--- src/rtl/slot_ctrl_if.sv ---
// slot_ctrl_if: slot timing, register and radio-control bundle of the slot scheduler
`timescale 1ns/1ps
interface slot_ctrl_if #(parameter int WIN_W = 6);
   logic             p_1us;
   logic             tslot_p;
   logic [27:0]      BTCLK;
   logic [9:0]       counter_1us;
   logic             corre_sync_p;
   logic             rx_done_p;
   logic             regi_link_en;
   logic             regi_is_master;
   logic [WIN_W-1:0] regi_win_us;
   logic [8:0]       regi_tx_len_us;
   logic             tx_req;
   logic             tx_en;
   logic             rx_en;
   logic             corr_win_open;
   logic             sync_found_p;
   logic             rx_timeout_p;
   logic             rx_abort_p;
   logic             tx_slot;
   modport master (
      output p_1us, tslot_p, BTCLK, counter_1us, corre_sync_p, rx_done_p,
             regi_link_en, regi_is_master, regi_win_us, regi_tx_len_us, tx_req,
      input  tx_en, rx_en, corr_win_open, sync_found_p, rx_timeout_p, rx_abort_p, tx_slot
   );
   modport slave (
      input  p_1us, tslot_p, BTCLK, counter_1us, corre_sync_p, rx_done_p,
             regi_link_en, regi_is_master, regi_win_us, regi_tx_len_us, tx_req,
      output tx_en, rx_en, corr_win_open, sync_found_p, rx_timeout_p, rx_abort_p, tx_slot
   );
endinterface

--- src/rtl/slot_ctrl.sv ---
// slot_ctrl: per-slot TX/RX scheduler with sync search window and multi-slot RX abort
`timescale 1ns/1ps
module slot_ctrl #(
   parameter int SYNC_END_US = 68,
   parameter int MAX_SLOTS   = 5
) (
   input logic        clk_6M,
   input logic        rstz,
   slot_ctrl_if.slave s
);
   localparam int SW = $clog2(MAX_SLOTS + 2);
   typedef enum logic [2:0] {IDLE, DECIDE, TX, RX_SEARCH, RX_ACTIVE} state_t;
   state_t        st, nxt;
   logic [8:0]    us_cnt;
   logic [SW-1:0] slot_cnt;
   logic          par, win_end, sync_d, to_d, ab_d;
   logic          unused_bt;
   assign unused_bt = ^{s.BTCLK[27:2], s.BTCLK[0]};
   assign par = s.BTCLK[1] ^ s.regi_is_master;
   // 11-bit sum keeps a wide window from aliasing onto a small counter value
   assign win_end = s.p_1us && ({1'b0, s.counter_1us} == 11'(SYNC_END_US) + 11'(s.regi_win_us));
   always_comb begin
      nxt = st;
      sync_d = 1'b0;
      to_d = 1'b0;
      ab_d = 1'b0;
      if (!s.regi_link_en) nxt = IDLE;
      else case (st)
         IDLE:   nxt = s.tslot_p ? DECIDE : IDLE;
         DECIDE: nxt = !par ? RX_SEARCH : (s.tx_req && s.regi_tx_len_us != 9'd0) ? TX : IDLE;
         TX:     nxt = s.tslot_p ? DECIDE : (us_cnt == s.regi_tx_len_us) ? IDLE : TX;
         RX_SEARCH: begin
            sync_d = s.corre_sync_p;
            to_d = !s.corre_sync_p && (s.tslot_p || win_end);
            nxt = s.corre_sync_p ? RX_ACTIVE : s.tslot_p ? DECIDE : win_end ? IDLE : RX_SEARCH;
         end
         RX_ACTIVE: begin
            ab_d = !s.rx_done_p && s.tslot_p && slot_cnt == SW'(MAX_SLOTS);
            nxt = s.rx_done_p ? IDLE : ab_d ? DECIDE : RX_ACTIVE;
         end
         default: nxt = IDLE;
      endcase
   end
   always_ff @(posedge clk_6M or negedge rstz)
      if (!rstz) begin
         st <= IDLE;
         us_cnt <= '0;
         slot_cnt <= '0;
         s.tx_slot <= 1'b0;
         s.tx_en <= 1'b0;
         s.rx_en <= 1'b0;
         s.corr_win_open <= 1'b0;
         s.sync_found_p <= 1'b0;
         s.rx_timeout_p <= 1'b0;
         s.rx_abort_p <= 1'b0;
      end else begin
         st <= nxt;
         us_cnt <= (st != TX) ? '0 : s.p_1us ? us_cnt + 9'd1 : us_cnt;
         slot_cnt <= (st != RX_ACTIVE) ? SW'(1) : s.tslot_p ? slot_cnt + SW'(1) : slot_cnt;
         s.tx_slot <= (st == DECIDE) ? par : s.tx_slot;
         s.tx_en <= nxt == TX;
         s.rx_en <= nxt == RX_SEARCH || nxt == RX_ACTIVE;
         s.corr_win_open <= nxt == RX_SEARCH;
         s.sync_found_p <= sync_d;
         s.rx_timeout_p <= to_d;
         s.rx_abort_p <= ab_d;
      end
endmodule

--- src/flat_wrapper.sv ---
// flat-port wrapper written by rule: the top's interface ports become plain ports
module slot_ctrl_flat 
#(
   parameter int SYNC_END_US = 68,
   parameter int MAX_SLOTS   = 5
)
  (clk_6M, rstz, s_p_1us, s_tslot_p, s_BTCLK, s_counter_1us, s_corre_sync_p, s_rx_done_p, s_regi_link_en, s_regi_is_master, s_regi_win_us, s_regi_tx_len_us, s_tx_req, s_tx_en, s_rx_en, s_corr_win_open, s_sync_found_p, s_rx_timeout_p, s_rx_abort_p, s_tx_slot);
  slot_ctrl_if #(.WIN_W(6)) s_i ();
  input logic clk_6M;
  input logic rstz;
  input wire logic [$bits(s_i.p_1us)-1:0] s_p_1us;
  input wire logic [$bits(s_i.tslot_p)-1:0] s_tslot_p;
  input wire logic [$bits(s_i.BTCLK)-1:0] s_BTCLK;
  input wire logic [$bits(s_i.counter_1us)-1:0] s_counter_1us;
  input wire logic [$bits(s_i.corre_sync_p)-1:0] s_corre_sync_p;
  input wire logic [$bits(s_i.rx_done_p)-1:0] s_rx_done_p;
  input wire logic [$bits(s_i.regi_link_en)-1:0] s_regi_link_en;
  input wire logic [$bits(s_i.regi_is_master)-1:0] s_regi_is_master;
  input wire logic [$bits(s_i.regi_win_us)-1:0] s_regi_win_us;
  input wire logic [$bits(s_i.regi_tx_len_us)-1:0] s_regi_tx_len_us;
  input wire logic [$bits(s_i.tx_req)-1:0] s_tx_req;
  output wire logic [$bits(s_i.tx_en)-1:0] s_tx_en;
  output wire logic [$bits(s_i.rx_en)-1:0] s_rx_en;
  output wire logic [$bits(s_i.corr_win_open)-1:0] s_corr_win_open;
  output wire logic [$bits(s_i.sync_found_p)-1:0] s_sync_found_p;
  output wire logic [$bits(s_i.rx_timeout_p)-1:0] s_rx_timeout_p;
  output wire logic [$bits(s_i.rx_abort_p)-1:0] s_rx_abort_p;
  output wire logic [$bits(s_i.tx_slot)-1:0] s_tx_slot;
  assign s_i.p_1us = s_p_1us;
  assign s_i.tslot_p = s_tslot_p;
  assign s_i.BTCLK = s_BTCLK;
  assign s_i.counter_1us = s_counter_1us;
  assign s_i.corre_sync_p = s_corre_sync_p;
  assign s_i.rx_done_p = s_rx_done_p;
  assign s_i.regi_link_en = s_regi_link_en;
  assign s_i.regi_is_master = s_regi_is_master;
  assign s_i.regi_win_us = s_regi_win_us;
  assign s_i.regi_tx_len_us = s_regi_tx_len_us;
  assign s_i.tx_req = s_tx_req;
  assign s_tx_en = s_i.tx_en;
  assign s_rx_en = s_i.rx_en;
  assign s_corr_win_open = s_i.corr_win_open;
  assign s_sync_found_p = s_i.sync_found_p;
  assign s_rx_timeout_p = s_i.rx_timeout_p;
  assign s_rx_abort_p = s_i.rx_abort_p;
  assign s_tx_slot = s_i.tx_slot;
  slot_ctrl #(.SYNC_END_US(SYNC_END_US), .MAX_SLOTS(MAX_SLOTS)) u_core (.clk_6M(clk_6M), .rstz(rstz), .s(s_i));
endmodule
--- config.mk ---
export PLATFORM = sky130hd
export DESIGN_NAME = slot_ctrl_flat
export DESIGN_NICKNAME = d
export VERILOG_FILES = /design/src/rtl/slot_ctrl_if.sv /design/src/rtl/slot_ctrl.sv /design/src/flat_wrapper.sv
export SDC_FILE = /design/constraint.sdc
export NUM_CORES = 1
export LEC_CHECK = 0
export ABC_AREA = 1
export CORE_MARGIN = 4
export CORE_UTILIZATION = 41
export CTS_CLUSTER_DIAMETER = 40
export DETAILED_ROUTE_END_ITERATION = 8
export GPL_ROUTABILITY_DRIVEN = 0
export PLACE_DENSITY = 0.79
export SETUP_SLACK_MARGIN = 0.3
export SLEW_MARGIN = 20
export SYNTH_ARGS = -nofsm -noshare
export SYNTH_HDL_FRONTEND = slang
export SYNTH_SLANG_ARGS = --single-unit
--- constraint.sdc ---
create_clock -name clk_6M -period 1.85 [get_ports clk_6M]
set_clock_uncertainty 0.2 [all_clocks]
set_input_delay 0.37 -clock clk_6M [delete_from_list [all_inputs] [get_ports clk_6M]]
set_output_delay 0.37 -clock clk_6M [all_outputs]
set_load 0.005 [all_outputs]
==> results of run 1 <==
==> layout by cell type, fill, tap and decap left out, drive strengths merged, types with 9 or more instances in the layout <==
cell type      instances
buf                   19
nand3                 15
dfrtp                 22
inv                   35
dlygate4sd2           19
xnor2                 10
nand2                 46
nor2                  31
clkdlybuf4s50         13
a21oi                 10
nand4                  9
==> worst min path at each step <==
stage                                         to  slack [ns]  cells after the start
final                     u_core.s.corr_win_open        0.19                      2
after global routing              u_core.s.rx_en        0.19                      2
after CTS                         u_core.s.rx_en        0.19                      2
after detailed placement        u_core.s.tx_slot        0.29                      2
after global placement          u_core.s.tx_slot        0.27                      2
after floorplan           u_core.s.corr_win_open       -0.13                      0
==> metrics by stage <==
stage / cell area [um^2] / utilization / hold WS (ns) / total power, W
global placement: 1970 / 0.587 / 0.273 / 0.000755
detailed placement: 1970 / 0.587 / 0.288 / 0.000761
floorplan: 1450 / - / -0.126 / 0.000611
global route: 2170 / 0.645 / 0.188 / 0.00109
CTS: 2060 / 0.614 / 0.188 / 0.00103
finish: 2170 / 0.645 / 0.191 / 0.00104
==> state kept, by name, summed over array words and instances, names as in the netlist <==
register                flops
u_core.us_cnt               9
u_core.slot_cnt             3
u_core.s.corr_win_open      1
u_core.s.sync_found_p       1
u_core.st                   3
u_core.s.rx_en              1
u_core.s.tx_en              1
u_core.s.tx_slot            1
u_core.s.rx_abort_p         1
u_core.s.rx_timeout_p       1
==> power by group through the flow <==
stage,logic (W),registers [W],clock network (W)
detailed placement,0.000244,0.000517,0
global placement,0.000239,0.000517,0
CTS,0.000245,0.000507,0.000281
global route,0.000285,0.000512,0.000295
finish,0.000259,0.000510,0.000270
floorplan,0.0000936,0.000517,0
==> cell type report <==
type | instances | area (um^2) | share of cell area
clock buffers | 4 | 36.3 | 0.0167
repair buffers | 59 | 522 | 0.240
multi-input cells | 144 | 870 | 0.401
inverters | 35 | 131 | 0.0606
flip-flops and latches | 22 | 553 | 0.255
well taps | 46 | 57.6 | 0.0265
==> kinds of logic after synthesis <==
family,synth area share
compound gates,0.0733
xor+xnor,0.0611
fa+ha+maj,0.0349
buf+inv,0.0916
flops,0.384
simple gates,0.355
==> layer usage <==
| layer | vias to the layer above | share of wire | global-route usage |
|---|---|---|---|
| met5 | - | 0 | 0 |
| met1 | 713 | 0.39 | 0.169 |
| met4 | 0 | 0.0041 | 0.0481 |
| met3 | 2 | 0.054 | 0.0399 |
| li1 | 770 | - | - |
| met2 | 42 | 0.55 | 0.325 |
==> worst max-delay path: cells and delay by family <==
kind	cells	cell delay, ns
fa+ha+maj	1	0.25
buf+inv	1	0.21
simple gates	7	0.63
xor+xnor	1	0.13
==> what timing repair did <==
item	in CTS	in global routing
setup buffers	5	5
pin swaps	14	12
setup endpoints to repair	14	16
gates resized for setup	49	25
==> metrics.md, run 1 <==
| Metric | Value |
|---|---|
| Number of instances in the placed design | `296` |
| Total number of vias | `around 1.5k` |
| Number of nets in the layout | `331` |
| Port Buf Inserts | `41` |
| Average size of a mapped cell | `a little over 7 um^2` |
| Kind of launch point of the worst setup path | `input pin` |
| H-tree depth reported by CTS | `1` |
| Worst slack, placed | `-0.452 ns` |
| Vert. Die Dim | `67.1 um` |
| Most frequent cells after synthesis | `46 x nand2_1, 33 x inv_1, 29 x nor2_1` |
| Slew of the pin with the lowest slew margin | `~0.30 ns` |
| Number of core rows | `21` |
| Clock-pin slew reported for the worst setup and hold paths after clock tree synthesis | `0.12 ns` |
| Total of max-cap violations | `0` |
| Maximum clock insertion buffer count | `2` |
| Root Buffer | `clkbuf_4` |
| Post-synth EDFFs | `0` |
| Portion of total power attributed to the clock network | `0.260` |
| Later-pin clock latency in the skew report | `approximately 0.31 ns` |
| Initial DRT Pass Iterations | `4` |
| Post-DRT Antenna Nets | `0` |
| Leading area contributor after synthesis | `dfrtp_1` |
| Final critical path time including I/O delays and setup | `roughly 1.6 ns` |
| Io pins | `69` |
| WL final | `~3700 um` |
| Capturing element of the worst setup path | `u_core.s.rx_en` |
| Critical Setup Path Class | `input pin to flip-flop` |
| Worst rel slew slack | `0.803` |
| First-pass GRT wire length | `about 5700 um` |
| Post-route setup slack | `between 0.2 and 0.3 ns` |
| Final Setup Violations | `0` |
| Number of buffers created by CTS | `3` |
| Number of synthesis warnings | `0` |
| Number of pins exceeding their max-slew limit in the final report | `0` |
| Vias per inst | `between 4 and 5` |
| Post-Syn Nets | `around 270` |
| Worst Reg-to-Reg Cells | `8` |
| Final period util | `0.849` |
| Total gr overflow | `0` |
| Synth top area cells | `dfrtp_1 38%, nand2_1 12%, inv_1 8.6%, nor2_1 7.6%, xnor2_1 6.1%` |
| Register-to-Register Setup Slack | `roughly 0.29 ns` |
| Flip-flop and latch count after synthesis | `22` |
| Syn Inst Count | `201` |
| Netlist cell types | `23` |
| CP max-delay cell | `ha_4` |
| Max rail drop VDD | `between 0.5 and 0.6 mV` |
| Status | `completed` |
| Register area share after synthesis | `0.384` |
| Aggregate global-route resource usage | `0.165` |
| Largest net degree at the start of global routing | `23` |
| List of cells traversed by the critical path | `clkdlybuf4s15_2 > ha_4 > xnor2_2 > nand3_2 > nor2_4 > nand4_1 > nand2_1 > nand2_2 > nand3_2 > nand2_1` |
| Final standard cell count with taps included and fillers excluded | `310` |
| CTS tree | `done` |
| Residual DRC count | `0` |
| Initial antenna violation count | `0` |
| Fmax | `637 MHz` |
| Most repeated cell in the gate-level netlist after synthesis | `nand2_1` |
| Total clock sinks | `22` |
| Total die area | `approximately 0.0045 mm^2` |
| Worst setup path start | `s_regi_win_us[2]` |
| Final-layout setup total negative slack | `0 ns` |
| Switching power share of the total | `0.277` |
| Leak pwr | `1.02 nW` |
| Setup repair after global routing missed its margin | `yes` |
| Share of total power in sequential cells | `0.491` |
| Critical R2R Launch | `u_core.st[1]` |
| Number of violations reported at the end of detailed-routing iteration 0 | `37` |
| Sw power | `around 0.00029 W` |
| Average wire length per cell after detail routing | `11.8 um` |
| Power density cells | `around 480 mW/mm^2` |
| Starting utilization of the core area | `0.426` |
| Die W | `between 60 and 70 um` |
| Kind of capture point of the worst setup path | `flip-flop` |
| Yosys top cell area share | `0.384` |
| Count of final hold-check violations | `0` |
| Total internal power | `between 0.0007 and 0.0008 W` |
| Antenna diode count | `0` |
| Post-CTS Hold Buffers | `0` |
| Post-synthesis async set-or-reset flop share | `1.00` |
| # fillers | `320` |
| Worst min-delay path category | `input pin to async pin` |
| Vias in the first global route | `1475` |
| Area of the mapped netlist | `0.00143 mm^2` |
| Fraction of power consumed by combinational cells | `0.249` |
| Std-Cell Core Area | `between 0.003 and 0.004 mm^2` |
| Half-perimeter wire length of the detailed placement result | `2710 um` |
| Endpoint arrival time on the critical path | `about 1.6 ns` |
| Required arrival time at the worst endpoint | `roughly 1.9 ns` |
| Max stage delay on crit path | `0.25 ns` |
| Dominant register cell in the synthesized netlist | `dfrtp_1` |
| Critical register-to-register path endpoint | `u_core.s.tx_en` |
| Max Fanout on Critical Path | `3` |
| Share of final-layout standard cells stronger than drive strength 1 | `0.239` |
| Area added between synthesis and finish | `51.3%` |
Power figures use the tool's default switching activity.
==> run 2, diff against run 1 <==
Settings changed: CORE_UTILIZATION 41 to 37, PLACE_DENSITY 0.79 to 0.75.
Clock period 1.85 ns to 1.3 ns, I/O delays scaled along.
==> metrics.md, run 2 (synthesis gave the netlist of run 1 again) <==
| Metric | Value |
|---|---|
| Status | `finished with violations` |
| Failing checks | `setup timing` |
| Portion of total power attributed to the clock network | `0.272` |
| Total number of vias | `~1.6k` |
| Average wire length per cell after detail routing | `approximately 13 um` |
| Half-perimeter wire length of the detailed placement result | `between 2000 and 3000 um` |
| Placed inst area | `0.00218 mm^2` |
| Aggregate global-route resource usage | `0.161` |
| Vias per inst | `roughly 4.8` |
| Setup repair after global routing missed its margin | `yes` |
| Die W | `~70 um` |
| Worst setup path start | `u_core.slot_cnt[1]` |
| Most frequent standard cell in the layout excluding fill and tap cells | `buf_4` |
| Post-DRT Antenna Nets | `0` |
| Post-route setup slack | `-0.302 ns` |
| Commonest cells after routing, fill and taps aside | `35 x buf_4, 31 x nand2_1, 24 x inv_1` |
| Share of total power in sequential cells | `0.460` |
| Clock-pin slew reported for the worst setup and hold paths after clock tree synthesis | `about 0.080 ns` |
| Final critical path time including I/O delays and setup | `1.60 ns` |
| Switching power share of the total | `0.282` |
| Starting utilization of the core area | `0.386` |
| Max Fanout on Critical Path | `2` |
| Port Buf Inserts | `a little over 40` |
| Root Buffer | `clkbuf_8` |
| Number of violations reported at the end of detailed-routing iteration 0 | `84` |
| Total internal power | `roughly 0.0011 W` |
| Residual DRC count | `0` |
| Worst min-delay path category | `input pin to async pin` |
| Largest net degree at the start of global routing | `23` |
| Power density cells | `between 600 and 700 mW/mm^2` |
| Final Setup Violations | `19` |
| Total of max-cap violations | `0` |
| Std-Cell Core Area | `approximately 0.0037 mm^2` |
| Most Frequent Cell on Critical Path | `inv_1` |
| Kind of capture point of the worst setup path | `flip-flop` |
| Kind of launch point of the worst setup path | `flip-flop` |
| Count of final hold-check violations | `0` |
| Total gr overflow | `0` |
| Vias in the first global route | `1646` |
| Io pins | `69` |
| Vert. Die Dim | `around 70 um` |
| Sw power | `~0.00045 W` |
| List of cells traversed by the critical path | `inv_1 > ha_2 > nand4_1 > buf_4 > a32oi_2 > nor2_2 > inv_1 > nand2_1` |
| Area added between synthesis and finish | `76.1%` |
| WL final | `about 4400 um` |
| Total die area | `between 0.004 and 0.005 mm^2` |
| Max rail drop VDD | `0.678 mV` |
| Worst rel slew slack | `0.851` |
| Fmax | `approximately 620 MHz` |
| Critical Setup Path Class | `flip-flop to flip-flop` |
| Max stage delay on crit path | `0.38 ns` |
| CTS tree | `done` |
| Register containing the most flip-flops in the final layout | `u_core.us_cnt` |
| Registers with the highest flip-flop counts | `u_core.us_cnt: 9 flops, u_core.slot_cnt: 3 flops, u_core.st: 3 flops` |
| H-tree depth reported by CTS | `1` |
| Initial antenna violation count | `0` |
| Endpoint arrival time on the critical path | `between 1.5 and 2 ns` |
| Final-layout setup total negative slack | `-3.40 ns` |
| CP max-delay cell | `dfrtp_1` |
| Number of nets in the layout | `~360` |
| Leak pwr | `between 1 and 1.5 nW` |
| Number of pins exceeding their max-slew limit in the final report | `0` |
| Later-pin clock latency in the skew report | `~0.26 ns` |
| Required arrival time at the worst endpoint | `1.25 ns` |
| Total clock sinks | `22` |
| Number of buffers created by CTS | `3` |
| Maximum clock insertion buffer count | `2` |
| Antenna diode count | `0` |
| Fraction of power consumed by combinational cells | `0.267` |
| Initial DRT Pass Iterations | `4` |
| Post-CTS Hold Buffers | `0` |
| Number of flip-flops in the largest register | `9` |
| Final Instance Area | `approximately 0.0025 mm^2` |
| Number of core rows | `22` |
| Share of final-layout standard cells stronger than drive strength 1 | `0.445` |
| Critical R2R Launch | `u_core.slot_cnt[1]` |
| Slew of the pin with the lowest slew margin | `approximately 0.22 ns` |
| Final period util | `1.23` |
| First-pass GRT wire length | `around 6700 um` |
## run 2: cell count changes in the layout (fill, tap and decap cells not counted), moves of 4 or more
cell             previous run  this run
buf_2                       1         9
buf_4                      17        35
buf_6                       1         8
clkdlybuf4s15_1             7         1
inv_1                      29        24
nand2_1                    43        31
nand2_2                     3        13
o21ai_0                     4         0
## run 2: routing by layer
layer  share of wire  wire, um  GRT usage  vias to the layer above
met2            0.57      2470      0.320                       31
li1                -         -          -                      823
met4           0.014        60     0.0213                        0
met1            0.39      1680      0.173                      777
met3           0.035       154     0.0360                        6
met5               0         0          0                        -
## run 2: power groups by stage
| stage | sequential (W) | combinational [W] | clock, W |
|---|---|---|---|
| after global placement | 0.000737 | 0.000367 | 0 |
| final | 0.000727 | 0.000422 | 0.000431 |
| after detailed placement | 0.000737 | 0.000374 | 0 |
| after CTS | 0.000723 | 0.000387 | 0.000438 |
| after floorplan | 0.000736 | 0.000135 | 0 |
| after global routing | 0.000731 | 0.000467 | 0.000461 |
## run 2: metrics by stage
step	utilization	total power [W]	hold slack [ns]	setup WS, ns	instances
after floorplan	-	0.000871	-0.236	-0.181	201
after CTS	0.624	0.00155	0.145	-0.249	333
after detailed placement	0.587	0.00111	0.277	-0.865	323
final	0.679	0.00158	0.140	-0.302	338
after global routing	0.679	0.00166	0.156	-0.398	338
after global placement	0.587	0.00110	0.266	-0.802	323
## run 2: final timing paths
kind                                          to  slack, ns  cells past startpoint
max                               u_core.s.rx_en      -0.30                      8
min                             u_core.us_cnt[0]       0.14                      2
max reg2reg                       u_core.s.rx_en      -0.30                      8
min reg2reg                     u_core.s.tx_slot       0.38                      3
max in group asynchronous           u_core.st[2]       0.60                      2
min in group clk_6M        u_core.s.rx_timeout_p       0.35                      7
## run 2: final cells by class
| cell class | instances | area (um^2) |
|---|---|---|
| Inverter | 35 | 136 |
| Timing Repair Buffer | 86 | 732 |
| Fill cell | 297 | 1190 |
| Clock buffer | 3 | 41.3 |
| Tap cell | 48 | 60.1 |
| Multi-Input combinational cell | 144 | 1000 |
| Sequential cell | 22 | 556 |
## run 2: timing repair
item,in CTS,in global routing
buffers inserted,7,5
pin swaps,27,16
gates resized for setup,89,51
setup endpoints to repair,29,29
## run 2: critical path, delay by kind of cell, from the launching register on
kind / cells / cell delay [ns]
flops: 1 / 0.38
buf+inv: 3 / 0.30
simple gates: 3 / 0.22
compound gates: 1 / 0.21
fa+ha+maj: 1 / 0.17
==> RTL edit 1, RTL diff (flow settings as in run 1) <==
`WIN_W` is set to 6 in 2 places; all go to 12.
--- a/src/rtl/slot_ctrl_if.sv
+++ b/src/rtl/slot_ctrl_if.sv
@@ -1,6 +1,6 @@
 // slot_ctrl_if: slot timing, register and radio-control bundle of the slot scheduler
 `timescale 1ns/1ps
-interface slot_ctrl_if #(parameter int WIN_W = 6);
+interface slot_ctrl_if #(parameter int WIN_W = 12);
    logic             p_1us;
    logic             tslot_p;
    logic [27:0]      BTCLK;
--- a/src/flat_wrapper.sv
+++ b/src/flat_wrapper.sv
@@ -5,7 +5,7 @@
    parameter int MAX_SLOTS   = 5
 )
   (clk_6M, rstz, s_p_1us, s_tslot_p, s_BTCLK, s_counter_1us, s_corre_sync_p, s_rx_done_p, s_regi_link_en, s_regi_is_master, s_regi_win_us, s_regi_tx_len_us, s_tx_req, s_tx_en, s_rx_en, s_corr_win_open, s_sync_found_p, s_rx_timeout_p, s_rx_abort_p, s_tx_slot);
-  slot_ctrl_if #(.WIN_W(6)) s_i ();
+  slot_ctrl_if #(.WIN_W(12)) s_i ();
   input logic clk_6M;
   input logic rstz;
   input wire logic [$bits(s_i.p_1us)-1:0] s_p_1us;
Interface: changed (resized s_regi_win_us); port bits go from 69 to 75. No check against the original RTL was run, so the function may have changed too.
==> RTL edit 1 against run 1 <==
Worst setup slack worse by 0.16 ns. Cell area grew 9.7%. Largest power group unchanged. Global-route usage is 0.76 points lower. Wire length rose by 1.2%. Total power increased by 20%. Sequential share of layout area down 2.4 points. Worst hold slack better by 0.067 ns. Largest cell class unchanged. Non-clock buffer count is 9 higher. Sequential cell count unchanged. Synthesized area up 8.9%.
==> RTL edit 1: results (changes against run 1) <==
synthesis:
  yosys_warnings: 0  # unchanged
  synth.area.top_cells: "dfrtp_1, nand2_1, inv_1, nor2_1, nand3_1"
  yosysSeqAreaShare: 0.3526  # -0.03138
  syn_nets: 298  # +12%
  synth.avg_cell_area_um2: 6.909  # -3.1%
  ys_top_cells_by_count: "nand2_1, inv_1, nor2_1, dfrtp_1, nand3_1"
  synth_cell_types: 26  # +13%
  ys_ff_latch: 22  # unchanged
global_route:
  grt_pass1_wl_mm: 6.513  # +13%
  grt_pass1_vias: 1572  # +6.6%
  grt_usage: 0.1571  # -0.007649
  grt_use_met3: 0.02899  # -0.01095
  use_met1: 0.1982  # +0.02963
  grtUsageMet2: 0.2701  # -0.05503
critical_path:
  r2r_cells: 9  # +1
  critPathMaxStageDelay_ns: 0.42  # +0.17 ns
  cp_slowest_cell: "dfrtp_1"
  critPathMaxFanout: 4  # +1
  worstPathArrival_ns: 1.68  # +0.09 ns
power:
  peakVddDrop_mv: 0.2910  # -50%
  switching_share: 0.2474  # -0.02958
  power_frac_clock: 0.354  # +0.094
  seq-power_uw: 505  # -1%
  p_leak_nw: 1.214  # +19%
layout:
  fillers: 328  # +2.5%
  nets: 370  # +12%
  nNonClkBuffers: 68  # +15%
  nonClkBufAreaFrac: 0.2560  # +0.01556
  clk_share: 0.02997  # +0.01324
  multi_input_gates: 164  # +14%
  antennaDiodeCount: 0  # unchanged
  multi_input_area_share: 0.3959  # -0.004908
  inverters: 39  # +11%
  final_cells: 345  # +11%
  seq_share: 0.2313  # -0.02357
  drive_gt1_frac: 0.2357  # -0.002946
  reg.largest.list: "u_core.us_cnt (9), u_core.slot_cnt (3), u_core.st (3)"
placement:
  place.port_buffers: 46  # +12%
  dpl.hpwl_mm: 2.961  # +9.2%
  dp.cells: 332  # +12%
detailed_routing:
  vias: 1614  # +5.7%
  met2WireLength_mm: 1.753  # -13%
  maxUsedRoutingLayer: "met4"
  wirelength_met1_mm: 1.687  # +17%
  finalWirelength_mm: 3.715  # +1.2%
  route.met3.wl_um: 219  # +11%
  drt_iter0_drc: 33  # -11%
clock_network:
  path_clk_slew_ns: 0.08  # -0.04 ns
  cts_buffers: 3  # unchanged
  clk-insertion-delay-late_ns: 0.26  # -0.05 ns
  root_buffer: "clkbuf_8"
status:
  status: "finished, final reports clean"
hold_path:
  hold_path.class: "in -> async"
timing:
  tightest_slew_ns: 0.3744  # +0.07928 ns
RTL edit 1: stage by stage:
step                        util  instance area (um^2)  total power, mW  hold WS, ns  setup slack (ns)
after floorplan                -                  1582           0.6463      -0.1256            0.1489
after global routing      0.6500                  2380            1.317       0.2868           0.03326
final                     0.6500                  2380            1.246       0.2580            0.1225
after global placement    0.5995                  2195           0.8098       0.2749           -0.4666
after CTS                 0.6254                  2290            1.245       0.2693            0.1022
after detailed placement  0.5995                  2195           0.8160       0.2910           -0.5211
RTL edit 1: final timing paths:
kind / slack (ns) / end / from
setup / recovery: 0.12 / u_core.s.tx_en$_DFF_PN0_ / u_core.us_cnt[0]$_DFFE_PN0P_
hold / removal: 0.26 / u_core.us_cnt[3]$_DFFE_PN0P_ / rstz
setup reg to reg: 0.12 / u_core.s.tx_en$_DFF_PN0_ / u_core.us_cnt[0]$_DFFE_PN0P_
hold reg to reg: 0.30 / u_core.s.tx_slot$_DFFE_PN0N_ / u_core.s.tx_slot$_DFFE_PN0N_
max in group asynchronous: 0.98 / u_core.us_cnt[7]$_DFFE_PN0P_ / rstz
min in group clk_6M: 0.28 / u_core.us_cnt[2]$_DFFE_PN0P_ / s_p_1us
RTL edit 1: what timing repair did:
item | 4_1_cts | 5_1_grt
pin swaps | 24 | 31
gates resized for setup | 44 | 23
hold endpoints to repair | 0 | 0
buffers inserted | 4 | 5
endpoints found under the setup margin | 17 | 10
RTL edit 1: cell families (layout without fill, tap and decap cells):
logic type                 after synthesis  after routing  share of synthesized area
xor gates and xnor gates                11             11                    0.06170
DFF                                     22             22                     0.3526
AOI/OAI and AO/OA                       23             23                    0.08094
and+or+nand+nor                        126            126                     0.3758
adders and majority gates                4              4                    0.03205
buffers and inverters                   40            111                    0.09695
==> RTL edit 2, RTL diff (flow settings as in run 1) <==
Made on the original files. Make the reset (`rstz`) synchronous in one clocked block.
--- a/src/rtl/slot_ctrl.sv
+++ b/src/rtl/slot_ctrl.sv
@@ -41,7 +41,7 @@
          default: nxt = IDLE;
       endcase
    end
-   always_ff @(posedge clk_6M or negedge rstz)
+   always_ff @(posedge clk_6M)
       if (!rstz) begin
          st <= IDLE;
          us_cnt <= '0;
Check against the original RTL: differs if rstz is asserted again (counterexample within 4 cycles, from zero or initial values and one cycle with rstz low); with rstz held inactive, the same outputs for 10 cycles.
==> RTL edit 2 against run 1 <==
Synthesized area decreased by 5.8%. Wire length decreased by 15%. Sequential cell count unchanged. Total power decreased by 15%. Worst setup slack got worse by 0.035 ns. Cell area decreased by 4.8%. Critical path type is now reg -> reg. Sequential share of layout area decreased by 3.6 points. Combinational power decreased by 26%.
==> RTL edit 2: results (changes against run 1) <==
global_route:
  grt_pass1_vias: 1258  # -15%
  antenna_found_initial: 0  # unchanged
  grt_usage: 0.1479  # -0.01691
  grt_max_degree: 12  # -48%
  grt_pass1_wl_mm: 5.064  # -12%
layout:
  drive_gt1_frac: 0.2370  # -0.001599
  fillers: 291  # -9.1%
  reg.largest.list: "u_core.us_cnt (9), u_core.slot_cnt (3), u_core.st (3)"
  antennaDiodeCount: 0  # unchanged
  nets: 338  # +2.1%
critical_path:
  r2r_slack_ns: 0.24  # -0.05 ns
  r2r_cells: 9  # +1
  cp_slowest_cell: "dfxtp_4"
  reg2reg_to: "u_core.us_cnt[8]$_SDFFE_PP0P_"
  critPathMaxFanout: 2  # -1
  worstPathArrival_ns: 1.62  # +0.03 ns
  crit_type: "reg -> reg"
  reg2reg_from: "u_core.us_cnt[0]$_SDFFE_PP0P_"
  critPathMaxStageDelay_ns: 0.38  # +0.13 ns
timing:
  setup_tns_ns: 0  # unchanged
  timing.final.max_slew_violations: 0  # unchanged
  whs_ns: 0.2555  # +0.06472 ns
  tightest_slew_ns: 0.2728  # -0.02235 ns
placement:
  dp.cells: 307  # +3.7%
  dpl.hpwl_mm: 2.481  # -8.5%
  place_ws_ns: -0.3857  # +0.06640 ns
  place.port_buffers: 41  # unchanged
  placed_area_um2: 1927  # -2.4%
synthesis:
  synth_compound_area_frac: 0.05648  # -0.01682
  muxShareOfSynthArea: 0.007407  # +0.007407
  ys_top_cells_by_count: "nand2_1, inv_1, nor2_1, dfxtp_1, nand3_1"
  synth_cell_types: 27  # +17%
  yosysSeqAreaShare: 0.3259  # -0.05802
  synth.area.top_cells: "dfxtp_1, nand2_1, inv_1, nor2_1, xnor2_1"
  synthFlopType: "dfxtp_1"
  synthAdderAreaFrac: 0.03704  # +0.002133
  synth-xor-area-share: 0.07130  # +0.01021
  synthCells: 209  # +4.0%
  synth-async-reset-ratio: 0  # -1.000
  syn_nets: 275  # +3.0%
power:
  peakVddDrop_mv: 0.4071  # -31%
  p_int_uw: 656.7  # -13%
  p_leak_nw: 0.9470  # -7.5%
detailed_routing:
  via_per_inst: 4.545  # -7.7%
  drcViolationCount: 0  # unchanged
  drt_iter0_drc: 44  # +19%
  finalWirelength_mm: 3.132  # -15%
  routedWlPerCell_um: 9.975  # -16%
clock_network:
  clk-insertion-delay-late_ns: 0.30
  root_buffer: "clkbuf_4"
  cts_buffers: 3  # unchanged
hold_path:
  hold_path.class: "reg -> reg"
  holdPathStages: 2
  worstHoldStart: "u_core.s.tx_slot$_SDFFE_PN0N_"
status:
  status: "finished, final reports clean"
-- RTL edit 2: per-layer routing --
layer  routed length (um)  track usage
met1                 1367       0.1723
met2                 1596       0.2731
met3                  134      0.03761
met4                   33      0.02591
met5                    0            0
-- RTL edit 2: area by class of cell --
type / instances / area (um^2) / area share
Clock buffer: 3 / 22.52 / 0.01091
Inverter: 40 / 151.4 / 0.07333
Sequential cell: 22 / 451.7 / 0.2188
Tap cell: 44 / 55.05 / 0.02667
Timing Repair Buffer: 58 / 514.2 / 0.2491
Multi-Input combinational cell: 147 / 869.6 / 0.4212
-- RTL edit 2: critical path: cells and delay by family, from the launching register on --
kind                       cells  cell delay [ns]
DFF                            1             0.38
xor gates and xnor gates       1             0.14
adders and majority gates      1             0.15
and+or+nand+nor                7             0.64
-- RTL edit 2: power groups by stage --
stage,registers [mW],logic (mW),clock network (mW)
global placement,0.494,0.193,0
finish,0.481,0.191,0.216
detailed placement,0.494,0.196,0
floorplan,0.493,0.0742,0
global route,0.481,0.211,0.235
CTS,0.483,0.184,0.216
-- RTL edit 2: logic make-up after synthesis --
kind of cell,Yosys count
compound gates,14
simple gates,117
mux,1
fa+ha+maj,4
buf+inv,40
xor+xnor,11
flops,22
-- RTL edit 2: what timing repair did --
| item | 4_1_cts | 5_1_grt |
|---|---|---|
| setup buffers | 2 | 2 |
| resized for setup | 43 | 24 |
| endpoints found under the hold margin | 0 | 0 |
| pin swaps | 18 | 12 |
| endpoints found under the setup margin | 16 | 11 |
-- RTL edit 2: worst max-delay path by stage --
stage | endpoint | slack, ns | cells after the start
after detailed placement | u_core.s.rx_en$_SDFF_PN0_ | -0.39 | 12
after global placement | u_core.s.rx_en$_SDFF_PN0_ | -0.35 | 12
after global routing | u_core.us_cnt[8]$_SDFFE_PP0P_ | 0.18 | 9
after CTS | u_core.us_cnt[8]$_SDFFE_PP0P_ | 0.26 | 9
after floorplan | u_core.s.rx_en$_SDFF_PN0_ | 0.30 | 10
final | u_core.us_cnt[8]$_SDFFE_PP0P_ | 0.24 | 9
